--- src/rtl/spi_host_master.sv ---
// spi_host_master
//   Host-side SPI master (mode 0). Each accepted command is serialised as one
//   32-bit frame, MSB first: {cmd_write, 15-bit zero-extended address, data}.
//   Data is cmd_wdata for writes and zero for reads. MISO is sampled during
//   the 16 data bits and returned on rsp_rdata with a one-cycle rsp_valid.
//
// Ports
//   clk, reset_n              system clock, synchronous active-low reset
//   cmd_valid / cmd_ready     command handshake (see below)
//   cmd_write, cmd_addr,
//   cmd_wdata                 frame fields, latched on acceptance
//   rsp_valid, rsp_rdata      completion pulse and captured MISO data
//   busy                      a frame is in flight (SHIFT, TAIL or GAP)
//   sclk, mosi, miso, cs      SPI pins; cs active low, sclk idles low
//   dbg_state                 current FSM state, for checkers
//
// Handshake: a command transfers on a rising clk edge where cmd_valid and
// cmd_ready are both high. cmd_ready is high only in IDLE. The source must
// hold cmd_valid and the fields stable until that edge. rsp_valid has no
// ready; the consumer must take it in the cycle it is high.
module spi_host_master #(
   parameter int CLK_DIV   = 4,
   parameter int ADDR_SIZE = 12
) (
   input  logic                 clk,
   input  logic                 reset_n,
   input  logic                 cmd_valid,
   output logic                 cmd_ready,
   input  logic                 cmd_write,
   input  logic [ADDR_SIZE-1:0] cmd_addr,
   input  logic [15:0]          cmd_wdata,
   output logic                 rsp_valid,
   output logic [15:0]          rsp_rdata,
   output logic                 busy,
   output logic                 sclk,
   output logic                 mosi,
   input  logic                 miso,
   output logic                 cs,
   output logic [1:0]           dbg_state
);

   localparam logic [1:0] ST_IDLE  = 2'd0;
   localparam logic [1:0] ST_SHIFT = 2'd1;
   localparam logic [1:0] ST_TAIL  = 2'd2;
   localparam logic [1:0] ST_GAP   = 2'd3;

   localparam logic [7:0] DIV_LAST = 8'(CLK_DIV - 1);

   logic [1:0]  state;
   logic [7:0]  div_cnt;
   logic [4:0]  bit_cnt;      // bits fully shifted out so far
   logic [31:0] tx_sr;
   logic [15:0] rx_sr;
   logic        sclk_q;
   logic        ready_en;     // keeps cmd_ready low while reset is held
   logic        rsp_valid_q;
   logic [15:0] rsp_rdata_q;
   logic        div_done;
   logic [31:0] frame;

   assign div_done = (div_cnt == DIV_LAST);
   assign frame    = {cmd_write, 15'(cmd_addr), (cmd_write ? cmd_wdata : 16'h0000)};

   always_ff @(posedge clk) begin
      if (!reset_n) begin
         state       <= ST_IDLE;
         div_cnt     <= 8'd0;
         bit_cnt     <= 5'd0;
         tx_sr       <= 32'd0;
         rx_sr       <= 16'd0;
         sclk_q      <= 1'b0;
         ready_en    <= 1'b0;
         rsp_valid_q <= 1'b0;
         rsp_rdata_q <= 16'd0;
      end else begin
         ready_en    <= 1'b1;
         rsp_valid_q <= 1'b0;
         case (state)
            ST_IDLE: begin
               if (cmd_valid && cmd_ready) begin
                  tx_sr   <= frame;
                  div_cnt <= 8'd0;
                  bit_cnt <= 5'd0;
                  sclk_q  <= 1'b0;
                  state   <= ST_SHIFT;
               end
            end
            ST_SHIFT: begin
               if (div_done) begin
                  div_cnt <= 8'd0;
                  sclk_q  <= ~sclk_q;
                  if (!sclk_q) begin
                     // Rising sclk edge: sample alongside the slave. Only the
                     // data phase (bit_cnt 16..31) is kept.
                     if (bit_cnt[4]) rx_sr <= {rx_sr[14:0], miso};
                  end else begin
                     // Falling sclk edge: advance to the next bit.
                     tx_sr   <= {tx_sr[30:0], 1'b0};
                     bit_cnt <= bit_cnt + 5'd1;
                     if (bit_cnt == 5'd31) state <= ST_TAIL;
                  end
               end else begin
                  div_cnt <= div_cnt + 8'd1;
               end
            end
            ST_TAIL: begin
               if (div_done) begin
                  div_cnt     <= 8'd0;
                  rsp_valid_q <= 1'b1;
                  rsp_rdata_q <= rx_sr;
                  state       <= ST_GAP;
               end else begin
                  div_cnt <= div_cnt + 8'd1;
               end
            end
            ST_GAP: begin
               if (div_done) begin
                  div_cnt <= 8'd0;
                  state   <= ST_IDLE;
               end else begin
                  div_cnt <= div_cnt + 8'd1;
               end
            end
            default: state <= ST_IDLE;
         endcase
      end
   end

   assign cmd_ready = (state == ST_IDLE) && ready_en;
   assign busy      = (state != ST_IDLE);
   assign cs        = !((state == ST_SHIFT) || (state == ST_TAIL));
   assign sclk      = sclk_q;
   assign mosi      = (state == ST_SHIFT) && tx_sr[31];
   assign rsp_valid = rsp_valid_q;
   assign rsp_rdata = rsp_rdata_q;
   assign dbg_state = state;

endmodule

--- config.mk ---
export PLATFORM = sky130hd
export DESIGN_NAME = spi_host_master
export DESIGN_NICKNAME = d
export VERILOG_FILES = /design/src/rtl/spi_host_master.sv
export SDC_FILE = /design/constraint.sdc
export NUM_CORES = 1
export LEC_CHECK = 0
export CORE_AREA = 2 2 94 78
export DETAILED_ROUTE_END_ITERATION = 8
export DIE_AREA = 0 0 96 80
export GPL_TIMING_DRIVEN = 0
export HOLD_SLACK_MARGIN = 0.12
export PLACE_DENSITY = 0.84
export SLEW_MARGIN = 20
export SYNTH_ARGS = -nofsm -noshare
export SYNTH_HDL_FRONTEND = slang
export SYNTH_SLANG_ARGS = --single-unit
--- constraint.sdc ---
create_clock -name clk -period 4.5 [get_ports clk]
set_input_delay 0.45 -clock clk [delete_from_list [all_inputs] [get_ports clk]]
set_output_delay 0.45 -clock clk [all_outputs]
set_load 0.01 [all_outputs]
==> results of run 1 <==
-- critical path, delay by kind of cell (launching register included) --
family,cells,cell delay [ps]
fa+ha+maj,1,340
buf+inv,4,1410
flops,1,360
simple gates,1,210
-- logic make-up after synthesis --
group                      share of synthesized area [%]
xor gates and xnor gates                           0.487
AOI/OAI and AO/OA                                   20.8
buffers and inverters                               5.25
DFF                                                 45.6
muxes                                               10.0
and+or+nand+nor                                     15.1
adders and majority gates                           2.78
-- power by group --
group	total, W	switching [W]	internal (W)
Clock	0.000528	0.000256	0.000272
Combinational	0.000849	0.000500	0.000349
Sequential	0.000900	0.0000681	0.000832
Total	0.00228	0.000824	0.00145
-- state kept, by name, summed over array words and instances (netlist names) --
name       count
bit_cnt        5
dbg_state      2
div_cnt        8
ready_en       1
rsp_rdata     16
rsp_valid      1
rx_sr         16
sclk           1
tx_sr         32
-- final cells by class --
class                           count  share of cell area, %
Buffer                             32                   3.56
Clock buffer                       12                   3.25
Clock inverter                      4                   1.15
Inverter                            8                  0.672
Multi-Input combinational cell    274                   39.6
Sequential cell                    82                   36.8
Tap cell                           87                   2.44
Timing Repair Buffer               56                   12.6
-- worst max path at each step --
stage                                   end                 startpoint  slack [ps]  cells past startpoint
after detailed placement               mosi  dbg_state[1]$_SDFFE_PN0P_        1820                      6
final                                  mosi  dbg_state[1]$_SDFFE_PN0P_        1380                      6
after global placement                 mosi  dbg_state[1]$_SDFFE_PN0P_        1860                      6
after CTS                              mosi  dbg_state[1]$_SDFFE_PN0P_        1410                      6
after global routing                   mosi  dbg_state[1]$_SDFFE_PN0P_        1250                      6
after floorplan           sclk$_SDFFE_PN0P_  dbg_state[0]$_SDFFE_PN0P_        2600                      7
-- placed cells by master, fill, tap and decap left out, drive strengths merged, types with 2 or more instances in the layout --
master / instances
dfxtp: 82
clkdlybuf4s50: 56
a21oi: 50
nand2: 49
mux2i: 36
clkbuf: 31
a211oi: 29
nor2: 23
a22oi: 14
nand3: 13
buf: 13
inv: 8
and3: 8
ha: 8
o21ai: 6
and2: 4
a31oi: 4
or3: 3
nor2b: 2
o21a: 2
a41oi: 2
a22o: 2
nand4: 2
clkinv: 2
-- stage by stage --
step | util, % | hold WS [ps]
floorplan | - | 429
global placement | 63.5 | 446
detailed placement | 63.5 | 446
CTS | 66.4 | 456
global route | 66.4 | 474
finish | 66.4 | 455
-- per-layer routing --
layer / wire length, um / vias to the layer above / GRT usage (%)
li1: - / 1564 / -
met1: 3940 / 1521 / 32.2
met2: 3900 / 99 / 34.9
met3: 473 / 14 / 6.80
met4: 125 / 0 / 7.71
met5: 0 / - / 0
==> results.sh, run 1 <==
export IMPL_status="completed"
export IMPL_ys_ff_latch=82
export IMPL_synthArstFlopShare_pct=0
export IMPL_grt_overflow=0
export IMPL_ctsHoldBuffers=0
export IMPL_rows=27
export IMPL_path_class="reg -> out"
export IMPL_worstPathRequired_ps=4050
export IMPL_avgRoutedWirePerCell_um=15.2
export IMPL_synth_most_common_cell="dfxtp_1"
export IMPL_nets=504
export IMPL_multi_input_area_um2=1770
export IMPL_io_buffers=56
export IMPL_cts_made_buffers=9
export IMPL_die_area_um2=7680
export IMPL_drt_total_wl_um=8440
export IMPL_maxCapViolCount=0
export IMPL_r2r_end="tx_sr[25]$_SDFFE_PN0P_"
export IMPL_synth_seq_area_share_pct=45.6
export IMPL_slowest_delay_ps=540
export IMPL_worst_pin_slew_ps=829
export IMPL_num_vias=3198
export IMPL_critical_path_slowest_cell="clkdlybuf4s50_1"
export IMPL_setup_viol=0
export IMPL_slew_headroom_pct=44.4
export IMPL_synthCells=396
export IMPL_cts_setup_buffers=0
export IMPL_final_max_slew_violation_count=0
export IMPL_min_to="rsp_rdata[10]$_SDFFE_PN0P_"
export IMPL_synth_ff_type="dfxtp_1"
export IMPL_seq_area_um2=1640
export IMPL_synthTopCellsByCount="dfxtp_1, a21oi_1, nand2_1"
export IMPL_setup_tns_ps=0
export IMPL_final_hold_viol_count=0
export IMPL_detail_route_first_pass_iterations=5
export IMPL_crit_path_cell_trace="inv_1 > ha_1 > buf_2 > clkbuf_1 > and2_1 > clkdlybuf4s50_1"
export IMPL_ctsResizeCount=0
export IMPL_pre_cts_slack_ps=1820
export IMPL_antenna_found_initial=0
export IMPL_fin_area_um2=4470
export IMPL_place_inst=539
export IMPL_area_growth_pct=24.1
export IMPL_power_density_nw_per_um2=510
export IMPL_fill_cells=546
export IMPL_clk_pin_slew_ps=80
export IMPL_clk_path_buf_depth=2
export IMPL_vdd_drop_max_uv=322
export IMPL_finalNonFillerCells=555
export IMPL_synth_edf_count=0
export IMPL_synth_fp_nets=437
export IMPL_diodes=0
export IMPL_r2r_slack_ps=2110
export IMPL_root_buffer="clkbuf_8"
export IMPL_drc=0
export IMPL_initial_core_util_pct=53.5
export IMPL_routed_via_density=5.76
export IMPL_synthDistinctLibCells=43
export IMPL_end_kind="output pin"
export IMPL_hpwl_um=5990
export IMPL_cp_max_fo=10
export IMPL_dieWidth_um=96
export IMPL_grt_pass1_wl_um=13900
export IMPL_synthTopCellsByArea="dfxtp_1, mux2i_1, a21oi_1, a211oi_1, nand2_1"
export IMPL_yosysWarnings=0
export IMPL_drive_gt1_share_pct=6.62
export IMPL_die_h_um=80
export IMPL_timing_final_ws_setup_ps=1380
export IMPL_yosys_area_top_type_share_pct=45.6
export IMPL_core_um2=6720
export IMPL_postRouteAntennaNets=0
export IMPL_syn_avg_cell_area_um2=9.09
export IMPL_grtUsageTotal_pct=23.3
export IMPL_hold_start="rsp_rdata[10]$_SDFFE_PN0P_"
export IMPL_holdPathStages=2
export IMPL_skew_ps=8.91
export IMPL_cts_tree="built"
export IMPL_rsz0062_at_grt="false"
export IMPL_period_needed_ps=3120
export IMPL_hp_class="reg -> reg"
export IMPL_max_freq_mhz=320
export IMPL_power_w=0.00228
export IMPL_drtIter0Drc=248
export IMPL_grt_pass1_vias=2961
export IMPL_finalCritPeriodShare_pct=69.3
export IMPL_cts_num_sinks=82
export IMPL_rr_worst_depth=7
export IMPL_grt_max_degree=14
export IMPL_placed_area_um2=4270
export IMPL_worstSkewPairLatency_ps=350
export IMPL_start_kind="flip-flop"
export IMPL_power_leakage_nw=1.72
export IMPL_yosysTopAreaCell="dfxtp_1"
export IMPL_io_pins=57
export IMPL_cts_max_level=3
export IMPL_syn_area_um2=3600
export IMPL_reg2reg_from="dbg_state[1]$_SDFFE_PN0P_"
export IMPL_globalplace_congestion=0.838
export IMPL_arrival_ps=2670
Note: power is estimated with default switching activity, not from simulation.
==> run 2: changes to the inputs <==
--- a/config.mk
+++ b/config.mk
@@ -5,12 +5,12 @@
 export SDC_FILE = /design/constraint.sdc
 export NUM_CORES = 1
 export LEC_CHECK = 0
-export CORE_AREA = 2 2 94 78
+export CORE_AREA = 2 2 96 79
 export DETAILED_ROUTE_END_ITERATION = 8
-export DIE_AREA = 0 0 96 80
+export DIE_AREA = 0 0 98 81
 export GPL_TIMING_DRIVEN = 0
 export HOLD_SLACK_MARGIN = 0.12
-export PLACE_DENSITY = 0.84
+export PLACE_DENSITY = 0.81
 export SLEW_MARGIN = 20
 export SYNTH_ARGS = -nofsm -noshare
 export SYNTH_HDL_FRONTEND = slang
==> constraint.sdc (replaced) <==
create_clock -name clk -period 3.2 [get_ports clk]
set_input_delay 0.32 -clock clk [delete_from_list [all_inputs] [get_ports clk]]
set_output_delay 0.32 -clock clk [all_outputs]
set_load 0.01 [all_outputs]
==> run 2 against run 1 <==
  * Cell area shrank 0.36%
  * Clock power grew 29%
  * Combinational power grew 40%
  * Critical path type unchanged
==> results.sh, run 2 (synthesized netlist as in run 1, its figures left out) <==
export IMPL_p_sw_w=0.00118
export IMPL_globalplace_congestion=0.843
export IMPL_path_class="reg -> out"
export IMPL_die_area_um2=7940
export IMPL_rsz0062_at_grt="false"
export IMPL_start_kind="flip-flop"
export IMPL_fill_cells=599
export IMPL_switching_share_pct=37.8
export IMPL_power_density_nw_per_um2=703
export IMPL_period_needed_ps=2900
export IMPL_status="completed"
export IMPL_num_vias=3137
export IMPL_root_buffer="clkbuf_8"
export IMPL_largest_reg_flops=32
export IMPL_worst_pin_slew_ps=779
export IMPL_max_freq_mhz=345
export IMPL_worstSkewPairLatency_ps=350
export IMPL_avgRoutedWirePerCell_um=14.7
export IMPL_skew_ps=11.2
export IMPL_power_leakage_nw=1.71
export IMPL_slew_headroom_pct=47.8
export IMPL_hpwl_um=5860
export IMPL_final_common_cell="dfxtp_1"
export IMPL_grt_pass1_vias=2798
export IMPL_pre_cts_slack_ps=693
export IMPL_drc=0
export IMPL_grtUsageTotal_pct=21.2
export IMPL_drive_gt1_share_pct=7.05
export IMPL_rows=28
export IMPL_worstPathRequired_ps=2880
export IMPL_final_max_slew_violation_count=0
export IMPL_ctsResizeCount=0
export IMPL_vdd_drop_max_uv=396
export IMPL_grt_overflow=0
export IMPL_cts_max_level=3
export IMPL_nets=504
export IMPL_die_h_um=81
export IMPL_area_growth_pct=23.6
export IMPL_ctsHoldBuffers=0
export IMPL_power_w=0.00313
export IMPL_finalCritPeriodShare_pct=90.6
export IMPL_initial_core_util_pct=50.6
export IMPL_diodes=0
export IMPL_drt_total_wl_um=8210
export IMPL_final_hold_viol_count=0
export IMPL_antenna_found_initial=0
export IMPL_final_util_pct=62.6
export IMPL_combPwrFrac_pct=37.9
export IMPL_clk_path_buf_depth=2
export IMPL_io_pins=57
export IMPL_clk_pin_slew_ps=90
export IMPL_cts_num_sinks=82
export IMPL_cp_max_fo=10
export IMPL_cts_tree="built"
export IMPL_detail_route_first_pass_iterations=4
export IMPL_cts_setup_buffers=0
export IMPL_internal_power_w=0.00195
export IMPL_timing_final_ws_setup_ps=301
export IMPL_p_clk_share_pct=21.8
export IMPL_setup_viol=0
export IMPL_hp_class="reg -> reg"
export IMPL_arrival_ps=2580
export IMPL_top_register="tx_sr"
export IMPL_postRouteAntennaNets=0
export IMPL_pwr_share_seq_pct=40.3
export IMPL_drtIter0Drc=209
export IMPL_grt_max_degree=16
export IMPL_dieWidth_um=98
export IMPL_setup_tns_ps=0
export IMPL_end_kind="output pin"
export IMPL_core_um2=7110
export IMPL_io_buffers=56
export IMPL_routed_via_density=5.62
export IMPL_cts_made_buffers=9
export IMPL_mostFrequentLayoutCells="dfxtp_1, clkdlybuf4s50_1, a21oi_1"
export IMPL_grt_pass1_wl_um=13600
export IMPL_maxCapViolCount=0
[run 2: power by group through the flow]
stage	clock (W)	sequential, W	combinational [W]
floorplan	0	0.00126	0.000837
CTS	0.000693	0.00126	0.00118
detailed placement	0	0.00128	0.00118
global placement	0	0.00127	0.00114
finish	0.000682	0.00126	0.00119
global route	0.000745	0.00128	0.00131
[run 2: final timing paths]
check        slack (ps)                        from  cells past startpoint                    endpoint
max reg2reg         790   dbg_state[0]$_SDFFE_PN0P_                      8      tx_sr[11]$_SDFFE_PN0P_
max                 300   dbg_state[1]$_SDFFE_PN0P_                      6                        mosi
min reg2reg         460  rsp_rdata[10]$_SDFFE_PN0P_                      2  rsp_rdata[10]$_SDFFE_PN0P_
min                 460  rsp_rdata[10]$_SDFFE_PN0P_                      2  rsp_rdata[10]$_SDFFE_PN0P_
[run 2: critical path, stage by stage (launching register included)]
cell	delay, ps
dfxtp_1	360
inv_1	110
ha_1	320
buf_2	320
clkbuf_1	390
and2_1	200
clkdlybuf4s50_1	530
[run 2: per-stage QoR]
stage          cells  area (um^2)  hold slack (ps)
2_1_floorplan    396         3600              348
3_3_place_gp     542         4270              446
3_5_place_dp     542         4270              447
4_1_cts          558         4450              460
5_1_grt          558         4450              485
6_report         558         4450              456
[run 2: routing by layer]
metal	vias up	track usage (%)	wire, um
li1	1558	-	-
met1	1493	29.5	4100
met2	73	33.1	3660
met3	13	5.51	339
met4	0	5.28	102
met5	-	0	0
[run 2: layout make-up]
class	instances	area [um^2]	area share, %
well taps	90	113	2.53
clock inverters	7	52.6	1.18
repair buffers	56	561	12.6
multi-input cells	274	1770	39.8
clock buffers	9	124	2.78
flip-flops and latches	82	1640	36.9
plain buffers	32	159	3.57
inverters	8	30.0	0.675
